**src/rtl/fm_bram_rr_arbiter_pkg.sv**
```systemverilog
// Shared types and helpers for the feature-map BRAM round-robin arbiter.
// Coordinate-to-address mapping is row-major.
package fm_bram_rr_arbiter_pkg;

  localparam int unsigned DefNClients       = 2;
  localparam int unsigned DefCoordBits      = 8;
  localparam int unsigned DefChannels       = 4;
  localparam int unsigned DefBitsPerChannel = 8;
  localparam int unsigned DefImgWidth       = 32;
  localparam int unsigned DefImgHeight      = 32;
  localparam int unsigned DefRdLatency      = 1;

  typedef struct packed {
    logic [DefCoordBits-1:0] x;
    logic [DefCoordBits-1:0] y;
  } vec2_t;

  function automatic logic [31:0] coord_to_addr(input logic [31:0] x, input logic [31:0] y,
                                                input int unsigned width);
    return y * width + x;
  endfunction

  function automatic logic in_range(input logic [31:0] x, input logic [31:0] y,
                                    input int unsigned width, input int unsigned height);
    return (x < width) && (y < height);
  endfunction

endpackage

```
**src/rtl/fm_bram_rr_arbiter_if.sv**
```systemverilog
// Client handshake bus plus the two BRAM ports served by the arbiter.
// slave is the arbiter side; master is the client/BRAM side.
interface fm_bram_rr_arbiter_if #(
  parameter int unsigned N_CLIENTS  = 2,
  parameter int unsigned COORD_BITS = 8,
  parameter int unsigned DATA_W     = 32,
  parameter int unsigned ADDR_W     = 10
);
  logic [N_CLIENTS-1:0]            rd_req;
  logic [N_CLIENTS*COORD_BITS-1:0] rd_x;
  logic [N_CLIENTS*COORD_BITS-1:0] rd_y;
  logic [N_CLIENTS-1:0]            rd_gnt;
  logic [N_CLIENTS-1:0]            rd_valid;
  logic [DATA_W-1:0]               rd_data;

  logic [N_CLIENTS-1:0]            wr_req;
  logic [N_CLIENTS*COORD_BITS-1:0] wr_x;
  logic [N_CLIENTS*COORD_BITS-1:0] wr_y;
  logic [N_CLIENTS*DATA_W-1:0]     wr_data;
  logic [N_CLIENTS-1:0]            wr_gnt;

  logic                            bram_en_a;
  logic [ADDR_W-1:0]               bram_addr_a;
  logic [DATA_W-1:0]               bram_dout_a;
  logic                            bram_en_b;
  logic                            bram_we_b;
  logic [ADDR_W-1:0]               bram_addr_b;
  logic [DATA_W-1:0]               bram_din_b;

  modport slave (
    input  rd_req, rd_x, rd_y, wr_req, wr_x, wr_y, wr_data, bram_dout_a,
    output rd_gnt, rd_valid, rd_data, wr_gnt,
    output bram_en_a, bram_addr_a, bram_en_b, bram_we_b, bram_addr_b, bram_din_b
  );

  modport master (
    output rd_req, rd_x, rd_y, wr_req, wr_x, wr_y, wr_data, bram_dout_a,
    input  rd_gnt, rd_valid, rd_data, wr_gnt,
    input  bram_en_a, bram_addr_a, bram_en_b, bram_we_b, bram_addr_b, bram_din_b
  );

endinterface

```
**src/rtl/fm_bram_rr_arbiter_rr_arbiter.sv**
```systemverilog
// Round-robin arbiter: combinational one-hot grant searching upward from a
// registered pointer; the pointer moves past the winner only when advance is set.
module rr_arbiter #(
  parameter int unsigned N = 2
) (
  input  logic         clk,
  input  logic         rst_n,
  input  logic [N-1:0] req,
  input  logic         advance,
  output logic [N-1:0] gnt
);

  localparam int unsigned PtrW = (N > 1) ? $clog2(N) : 1;

  logic [PtrW-1:0] ptr_q;
  logic [PtrW-1:0] win;
  logic [PtrW-1:0] ptr_nxt;

  function automatic int wrap(input int base, input int k);
    return (base + k) % int'(N);
  endfunction

  // Scan from farthest to nearest so the client closest to the pointer wins.
  always_comb begin
    gnt = '0;
    win = '0;
    for (int k = int'(N) - 1; k >= 0; k--) begin
      if (req[wrap(int'(ptr_q), k)]) begin
        gnt                         = '0;
        gnt[wrap(int'(ptr_q), k)]   = 1'b1;
        win                         = PtrW'(wrap(int'(ptr_q), k));
      end
    end
  end

  assign ptr_nxt = (win == PtrW'(N - 1)) ? '0 : win + 1'b1;

  always_ff @(posedge clk or negedge rst_n) begin
    if (!rst_n) begin
      ptr_q <= '0;
    end else if (advance && (|gnt)) begin
      ptr_q <= ptr_nxt;
    end
  end

endmodule

```
**src/rtl/fm_bram_rr_arbiter.sv**
```systemverilog
// Round-robin front end for the dual-port feature-map BRAM: port A reads with
// tagged return through the BRAM latency, port B writes in the grant cycle.
module fm_bram_rr_arbiter
  import fm_bram_rr_arbiter_pkg::*;
#(
  parameter int unsigned N_CLIENTS        = DefNClients,
  parameter int unsigned COORD_BITS       = DefCoordBits,
  parameter int unsigned CHANNELS         = DefChannels,
  parameter int unsigned BITS_PER_CHANNEL = DefBitsPerChannel,
  parameter int unsigned IMG_WIDTH        = DefImgWidth,
  parameter int unsigned IMG_HEIGHT       = DefImgHeight,
  parameter int unsigned RD_LATENCY       = DefRdLatency,
  parameter int unsigned DATA_W           = CHANNELS * BITS_PER_CHANNEL,
  parameter int unsigned ADDR_W           = $clog2(IMG_WIDTH * IMG_HEIGHT)
) (
  input  logic                 clk,
  input  logic                 rst_n,
  input  logic                 enable,
  input  logic                 err_clr,
  output logic                 busy,
  output logic                 oob_err,
  fm_bram_rr_arbiter_if.slave  bus
);

  logic [N_CLIENTS-1:0][ADDR_W-1:0] rd_addr, wr_addr;
  logic [N_CLIENTS-1:0]             rd_ok, wr_ok;

  for (genvar i = 0; i < N_CLIENTS; i++) begin : g_client
    logic [COORD_BITS-1:0] rx, ry, wx, wy;
    assign rx = bus.rd_x[i*COORD_BITS +: COORD_BITS];
    assign ry = bus.rd_y[i*COORD_BITS +: COORD_BITS];
    assign wx = bus.wr_x[i*COORD_BITS +: COORD_BITS];
    assign wy = bus.wr_y[i*COORD_BITS +: COORD_BITS];
    assign rd_addr[i] = ADDR_W'(coord_to_addr(32'(rx), 32'(ry), IMG_WIDTH));
    assign wr_addr[i] = ADDR_W'(coord_to_addr(32'(wx), 32'(wy), IMG_WIDTH));
    assign rd_ok[i]   = in_range(32'(rx), 32'(ry), IMG_WIDTH, IMG_HEIGHT);
    assign wr_ok[i]   = in_range(32'(wx), 32'(wy), IMG_WIDTH, IMG_HEIGHT);
  end

  logic [N_CLIENTS-1:0] rd_req_en, wr_req_en, rd_cand, wr_cand, rd_gnt, wr_gnt;
  logic                 rd_adv, wr_adv, collision, oob_set;
  logic [ADDR_W-1:0]    rd_sel_addr, wr_sel_addr;
  logic                 rd_sel_ok, wr_sel_ok;
  logic [DATA_W-1:0]    wr_sel_data;

  assign rd_req_en = bus.rd_req & {N_CLIENTS{enable}};
  assign wr_req_en = bus.wr_req & {N_CLIENTS{enable}};

  rr_arbiter #(.N(N_CLIENTS)) u_rd_arb (
    .clk     (clk),
    .rst_n   (rst_n),
    .req     (rd_req_en),
    .advance (rd_adv),
    .gnt     (rd_cand)
  );

  rr_arbiter #(.N(N_CLIENTS)) u_wr_arb (
    .clk     (clk),
    .rst_n   (rst_n),
    .req     (wr_req_en),
    .advance (wr_adv),
    .gnt     (wr_cand)
  );

  always_comb begin
    rd_sel_addr = '0;
    rd_sel_ok   = 1'b0;
    wr_sel_addr = '0;
    wr_sel_ok   = 1'b0;
    wr_sel_data = '0;
    for (int i = 0; i < int'(N_CLIENTS); i++) begin
      if (rd_cand[i]) begin
        rd_sel_addr = rd_addr[i];
        rd_sel_ok   = rd_ok[i];
      end
      if (wr_cand[i]) begin
        wr_sel_addr = wr_addr[i];
        wr_sel_ok   = wr_ok[i];
        wr_sel_data = bus.wr_data[i*DATA_W +: DATA_W];
      end
    end
  end

  // Same-address read/write: write goes first, read retries next cycle.
  assign collision = (|rd_cand) && (|wr_cand) && rd_sel_ok && wr_sel_ok &&
                     (rd_sel_addr == wr_sel_addr);
  assign rd_gnt    = collision ? '0 : rd_cand;
  assign wr_gnt    = wr_cand;
  assign rd_adv    = |rd_gnt;
  assign wr_adv    = |wr_gnt;
  assign oob_set   = (rd_adv && !rd_sel_ok) || (wr_adv && !wr_sel_ok);

  assign bus.rd_gnt      = rd_gnt;
  assign bus.wr_gnt      = wr_gnt;
  assign bus.bram_en_a   = rd_adv && rd_sel_ok;
  assign bus.bram_addr_a = rd_sel_addr;
  assign bus.bram_en_b   = wr_adv && wr_sel_ok;
  assign bus.bram_we_b   = wr_adv && wr_sel_ok;
  assign bus.bram_addr_b = wr_sel_addr;
  assign bus.bram_din_b  = wr_sel_data;

  logic [RD_LATENCY-1:0][N_CLIENTS-1:0] tag_q;
  logic [RD_LATENCY-1:0]                oob_q;  // out-of-range reads return zero data
  logic                                 err_q;

  always_ff @(posedge clk or negedge rst_n) begin
    if (!rst_n) begin
      tag_q <= '0;
      oob_q <= '0;
      err_q <= 1'b0;
    end else begin
      tag_q[0] <= rd_gnt;
      oob_q[0] <= rd_adv && !rd_sel_ok;
      for (int s = 1; s < int'(RD_LATENCY); s++) begin
        tag_q[s] <= tag_q[s-1];
        oob_q[s] <= oob_q[s-1];
      end
      if (oob_set) begin
        err_q <= 1'b1;
      end else if (err_clr) begin
        err_q <= 1'b0;
      end
    end
  end

  assign bus.rd_valid = tag_q[RD_LATENCY-1];
  assign bus.rd_data  = ((|tag_q[RD_LATENCY-1]) && !oob_q[RD_LATENCY-1]) ?
                        bus.bram_dout_a : '0;
  assign busy         = (|tag_q) || rd_adv || wr_adv;
  assign oob_err      = err_q;

endmodule

```
**src/flat_wrapper.sv**
```systemverilog
// flat-port wrapper written by rule: the top's interface ports become plain ports
module fm_bram_rr_arbiter_flat import fm_bram_rr_arbiter_pkg::*;
#(
  parameter int unsigned N_CLIENTS        = DefNClients,
  parameter int unsigned COORD_BITS       = DefCoordBits,
  parameter int unsigned CHANNELS         = DefChannels,
  parameter int unsigned BITS_PER_CHANNEL = DefBitsPerChannel,
  parameter int unsigned IMG_WIDTH        = DefImgWidth,
  parameter int unsigned IMG_HEIGHT       = DefImgHeight,
  parameter int unsigned RD_LATENCY       = DefRdLatency,
  parameter int unsigned DATA_W           = CHANNELS * BITS_PER_CHANNEL,
  parameter int unsigned ADDR_W           = $clog2(IMG_WIDTH * IMG_HEIGHT)
)
  (clk, rst_n, enable, err_clr, busy, oob_err, bus_rd_req, bus_rd_x, bus_rd_y, bus_wr_req, bus_wr_x, bus_wr_y, bus_wr_data, bus_bram_dout_a, bus_rd_gnt, bus_rd_valid, bus_rd_data, bus_wr_gnt, bus_bram_en_a, bus_bram_addr_a, bus_bram_en_b, bus_bram_we_b, bus_bram_addr_b, bus_bram_din_b);
  fm_bram_rr_arbiter_if #(.N_CLIENTS(N_CLIENTS), .COORD_BITS(COORD_BITS), .DATA_W(DATA_W), .ADDR_W(ADDR_W)) bus_i ();
  input  logic clk;
  input  logic rst_n;
  input  logic enable;
  input  logic err_clr;
  output logic busy;
  output logic oob_err;
  input wire logic [$bits(bus_i.rd_req)-1:0] bus_rd_req;
  input wire logic [$bits(bus_i.rd_x)-1:0] bus_rd_x;
  input wire logic [$bits(bus_i.rd_y)-1:0] bus_rd_y;
  input wire logic [$bits(bus_i.wr_req)-1:0] bus_wr_req;
  input wire logic [$bits(bus_i.wr_x)-1:0] bus_wr_x;
  input wire logic [$bits(bus_i.wr_y)-1:0] bus_wr_y;
  input wire logic [$bits(bus_i.wr_data)-1:0] bus_wr_data;
  input wire logic [$bits(bus_i.bram_dout_a)-1:0] bus_bram_dout_a;
  output wire logic [$bits(bus_i.rd_gnt)-1:0] bus_rd_gnt;
  output wire logic [$bits(bus_i.rd_valid)-1:0] bus_rd_valid;
  output wire logic [$bits(bus_i.rd_data)-1:0] bus_rd_data;
  output wire logic [$bits(bus_i.wr_gnt)-1:0] bus_wr_gnt;
  output wire logic [$bits(bus_i.bram_en_a)-1:0] bus_bram_en_a;
  output wire logic [$bits(bus_i.bram_addr_a)-1:0] bus_bram_addr_a;
  output wire logic [$bits(bus_i.bram_en_b)-1:0] bus_bram_en_b;
  output wire logic [$bits(bus_i.bram_we_b)-1:0] bus_bram_we_b;
  output wire logic [$bits(bus_i.bram_addr_b)-1:0] bus_bram_addr_b;
  output wire logic [$bits(bus_i.bram_din_b)-1:0] bus_bram_din_b;
  assign bus_i.rd_req = bus_rd_req;
  assign bus_i.rd_x = bus_rd_x;
  assign bus_i.rd_y = bus_rd_y;
  assign bus_i.wr_req = bus_wr_req;
  assign bus_i.wr_x = bus_wr_x;
  assign bus_i.wr_y = bus_wr_y;
  assign bus_i.wr_data = bus_wr_data;
  assign bus_i.bram_dout_a = bus_bram_dout_a;
  assign bus_rd_gnt = bus_i.rd_gnt;
  assign bus_rd_valid = bus_i.rd_valid;
  assign bus_rd_data = bus_i.rd_data;
  assign bus_wr_gnt = bus_i.wr_gnt;
  assign bus_bram_en_a = bus_i.bram_en_a;
  assign bus_bram_addr_a = bus_i.bram_addr_a;
  assign bus_bram_en_b = bus_i.bram_en_b;
  assign bus_bram_we_b = bus_i.bram_we_b;
  assign bus_bram_addr_b = bus_i.bram_addr_b;
  assign bus_bram_din_b = bus_i.bram_din_b;
  fm_bram_rr_arbiter #(.N_CLIENTS(N_CLIENTS), .COORD_BITS(COORD_BITS), .CHANNELS(CHANNELS), .BITS_PER_CHANNEL(BITS_PER_CHANNEL), .IMG_WIDTH(IMG_WIDTH), .IMG_HEIGHT(IMG_HEIGHT), .RD_LATENCY(RD_LATENCY), .DATA_W(DATA_W), .ADDR_W(ADDR_W)) u_core (.clk(clk), .rst_n(rst_n), .enable(enable), .err_clr(err_clr), .busy(busy), .oob_err(oob_err), .bus(bus_i));
endmodule
```
**config.mk**
```make
export PLATFORM = sky130hd
export DESIGN_NAME = fm_bram_rr_arbiter_flat
export DESIGN_NICKNAME = d
export VERILOG_FILES = /design/src/rtl/fm_bram_rr_arbiter_pkg.sv /design/src/rtl/fm_bram_rr_arbiter_if.sv /design/src/rtl/fm_bram_rr_arbiter_rr_arbiter.sv /design/src/rtl/fm_bram_rr_arbiter.sv /design/src/flat_wrapper.sv
export SDC_FILE = /design/constraint.sdc
export NUM_CORES = 1
export LEC_CHECK = 0
export CORE_AREA = 2 2 103 105
export DETAILED_ROUTE_END_ITERATION = 10
export DIE_AREA = 0 0 105 107
export PLACE_DENSITY = 0.73
export SLEW_MARGIN = 20
export SYNTH_ARGS = -nofsm -noshare
export SYNTH_HDL_FRONTEND = slang
export SYNTH_SLANG_ARGS = --single-unit
```
**constraint.sdc**
```tcl
create_clock -name clk -period 3.5 [get_ports clk]
set_clock_uncertainty 0.1 [all_clocks]
set_input_delay 0.35 -clock clk [delete_from_list [all_inputs] [get_ports clk]]
set_output_delay 0.35 -clock clk [all_outputs]
set_load 0.02 [all_outputs]
```
==> results of run 1 <==
## worst max-delay path: stages
cell                              delay, ns
sky130_fd_sc_hd__clkdlybuf4s50_1       0.43
sky130_fd_sc_hd__buf_4                 0.16
sky130_fd_sc_hd__ha_1                  0.26
sky130_fd_sc_hd__a21o_1                0.21
sky130_fd_sc_hd__a21oi_2               0.15
sky130_fd_sc_hd__xor2_1                0.19
sky130_fd_sc_hd__o22ai_2               0.12
sky130_fd_sc_hd__xnor2_1               0.20
sky130_fd_sc_hd__nand4_2               0.17
sky130_fd_sc_hd__nor2b_4               0.16
sky130_fd_sc_hd__or4b_1                0.52
sky130_fd_sc_hd__buf_6                 0.15
## sequential cells by signal (all words and copies together) (netlist names)
register,cells
u_core.bus.rd_valid,2
u_core.oob_err,1
u_core.oob_q,1
u_core.u_rd_arb.ptr_q,1
u_core.u_wr_arb.ptr_q,1
## cell usage in the layout, fill, tap and decap left out, drive strengths merged, types with 8 or more instances in the layout
| master | n |
|---|---|
| clkdlybuf4s50 | 236 |
| ha | 12 |
| xor2 | 15 |
| and2 | 37 |
| a32oi | 8 |
| buf | 51 |
| a22o | 33 |
| inv | 18 |
| dlygate4sd2 | 21 |
| nor2 | 15 |
## worst paths after layout
| check | startpoint | endpoint | slack [ns] | cells after the start |
|---|---|---|---|---|
| worst max-delay path | bus_wr_x[6] | busy | -0.02 | 12 |
| worst min-delay path | rst_n | u_core.bus.rd_valid[1] | 0.28 | 1 |
| worst max register to register | u_core.u_wr_arb.ptr_q | u_core.u_rd_arb.ptr_q | 1.02 | 11 |
| worst min register to register | u_core.oob_err | u_core.oob_err | 0.40 | 1 |
| max in group asynchronous | rst_n | u_core.oob_q | 2.81 | 1 |
| min in group clk | u_core.oob_err | u_core.oob_err | 0.40 | 1 |
## metal layers
metal	GRT usage	share of wire	routed length, µm	up-vias
met5	0	0	0	-
met2	0.357	0.54	5780	146
met4	0.0467	0.016	174	0
met1	0.183	0.38	4000	1371
met3	0.0304	0.064	681	12
li1	-	-	-	1453
## cell type report
cell class | count | area, µm²
clock buffers | 3 | 41.3
fillers | 989 | 4970
inverters | 18 | 70.1
multi-input cells | 193 | 1710
flip-flops and latches | 6 | 150
well taps | 136 | 170
repair buffers | 312 | 2980
## timing repair
action,CTS,global route
pin swaps,30,1
endpoints found under the setup margin,4,4
setup buffers,4,0
resized for setup,65,4
cloned,0,0
## report_power, final
part / internal, mW / switching, mW / leakage, nW
sequential: 0.0779 / 0.00919 / 0.0723
clock: 0.0736 / 0.0263 / 0.0216
combinational: 0.456 / 0.345 / 2.11
## logic make-up (layout without fill, tap and decap cells)
group,Yosys count,count (layout)
AOI/OAI and AO/OA,72,72
buffers and inverters,33,333
adders and majority gates,16,16
and+or+nand+nor,87,87
DFF,6,6
xor gates and xnor gates,18,18
==> flow_metrics.tcl, run 1 <==
set metrics [dict create \
    status "finished, violations left" \
    violations "setup timing" \
    synth.distinct_cells 47 \
    cts_hold_buf 0 \
    synthesis.area_per_instance_um2 8.00 \
    post-synth-top-area-cell "sky130_fd_sc_hd__a22o_1" \
    dr.pass1.iters 4 \
    pre_cts_slack_ns -0.695 \
    grt_max_degree 35 \
    routed-via-count 2982 \
    ys.warnings.count 0 \
    globalplace.congestion 0.865 \
    synth.area.mux_share 0 \
    cts_buffers 3 \
    postRouteWirelength_mm 10.6 \
    timing_hold_violations_final 0 \
    cts_clock_pin_slew_for_the_worst_setup_and_hold_paths_ns 0.03 \
    crit_path_end_kind "output pin" \
    power_density_mw_per_mm2 193 \
    design_power_total_mw 0.987 \
    finalNetCount 718 \
    ys_top_cells_by_area "sky130_fd_sc_hd__a22o_1 16%, sky130_fd_sc_hd__and2_1 12%, sky130_fd_sc_hd__dfrtp_1 8.1%" \
    worst_vdd_drop_mv 0.0807 \
    die_height_um 107 \
    synthAdderAreaFrac 0.124 \
    synth_enable_flop_cells 0 \
    placeableCoreArea_mm2 0.0101 \
    leakage_component_of_the_power_nw 2.20 \
    clockRootBuffer "sky130_fd_sc_hd__clkbuf_8" \
    cp_data_required_time_ns 3.05 \
    slew_viol_final 0 \
    synth_top_family_by_area "compound AO/OA/AOI/OAI gates" \
    synth_xor_xnor_area_share 0.0850 \
    dp_cells 662 \
    dpl.hpwl_mm 9.37 \
    clock_sink_count 6 \
    final-instance-count-excl-fill 668 \
    htree_levels 1 \
    synth_compound_gate_area_share 0.334 \
    worstSetupStartpointType "primary input" \
    number_of_global_route_vias_before_repair 3157 \
    crit_arrival_ns 3.07 \
    tritoncts "done" \
    max-slew-margin-rel 0.629 \
    timing_worst_slew_pin_value_ns 0.551 \
    whs_ns 0.278 \
    diodes 0 \
    min_tclk_post_route_ns 3.52 \
    ant_nets 0 \
    synthCells 232 \
    synthDominantCellAreaShare 0.156 \
    drc 0 \
    port_buffers 262 \
    rows 37 \
    die-width_um 105 \
    initial_antenna_violation_count 0 \
    first_pass_grt_wire_length_mm 15.8 \
    totalNegativeSetupSlack_ns -0.0200 \
    final_min_period_over_clock_period 1.01 \
    ios 263 \
    avgViaCountPerCell 4.46 \
    synth_seq_area_share 0.0809 \
    wl_per_cell_um 15.9 \
    synth.most_common_cell "sky130_fd_sc_hd__and2_1" \
    grt_overflow_total 0 \
    yosys.area_share.simple 0.303 \
    area_growth_pct 176 \
    finish.instance_area_mm2 0.00512 \
    globalRouteTotalUtil 0.176 \
    rsz_0062_raised_after_global_routing "true" \
    placement.cell_area_mm2 0.00494 \
    max_fo_critical_path 4 \
    flip_flop_and_latch_count_after_synthesis 6 \
    count_of_routing_violations_after_the_opening_detailed_route_iteration 128 \
    setup-violations-final 1 \
    timing.setup.critical_path_class "primary input to output pin" \
    starting_density 0.184 \
    synthFlopType "sky130_fd_sc_hd__dfrtp_1" \
    layout-drive-gt1-share 0.182 \
    min-delay-path-class "primary input to asynchronous set/reset pin" \
    timing.final.ws_setup_ns -0.0200 \
    synthTopCellsByCount "36 x sky130_fd_sc_hd__and2_1, 33 x sky130_fd_sc_hd__a22o_1, 16 x sky130_fd_sc_hd__inv_1, 15 x sky130_fd_sc_hd__nor2_1, 15 x sky130_fd_sc_hd__xor2_1" \
    clk_latency_ns 0.22 \
    synth_area_mm2 0.00186 \
    max_clock_freq_ghz 0.284 \
    synth_async_sr_flop_share 1.00 \
    fin_util 0.508 \
    synth.net_count 416 \
    floorplan.die_area_mm2 0.0112 \
    maxCapViolCount 0 \
    cts_max_path_buffers 2 \
]
Power figures use the tool's default switching activity.
==> run 2, diff against run 1 <==
--- a/config.mk
+++ b/config.mk
@@ -5,6 +5,7 @@
 export SDC_FILE = /design/constraint.sdc
 export NUM_CORES = 1
 export LEC_CHECK = 0
+export ABC_CLOCK_PERIOD_IN_PS = 3500
 export CORE_AREA = 2 2 103 105
 export DETAILED_ROUTE_END_ITERATION = 10
 export DIE_AREA = 0 0 105 107
==> results of run 2 <==
Same layout as run 1: the final DEF is identical, and so are final timing and power.
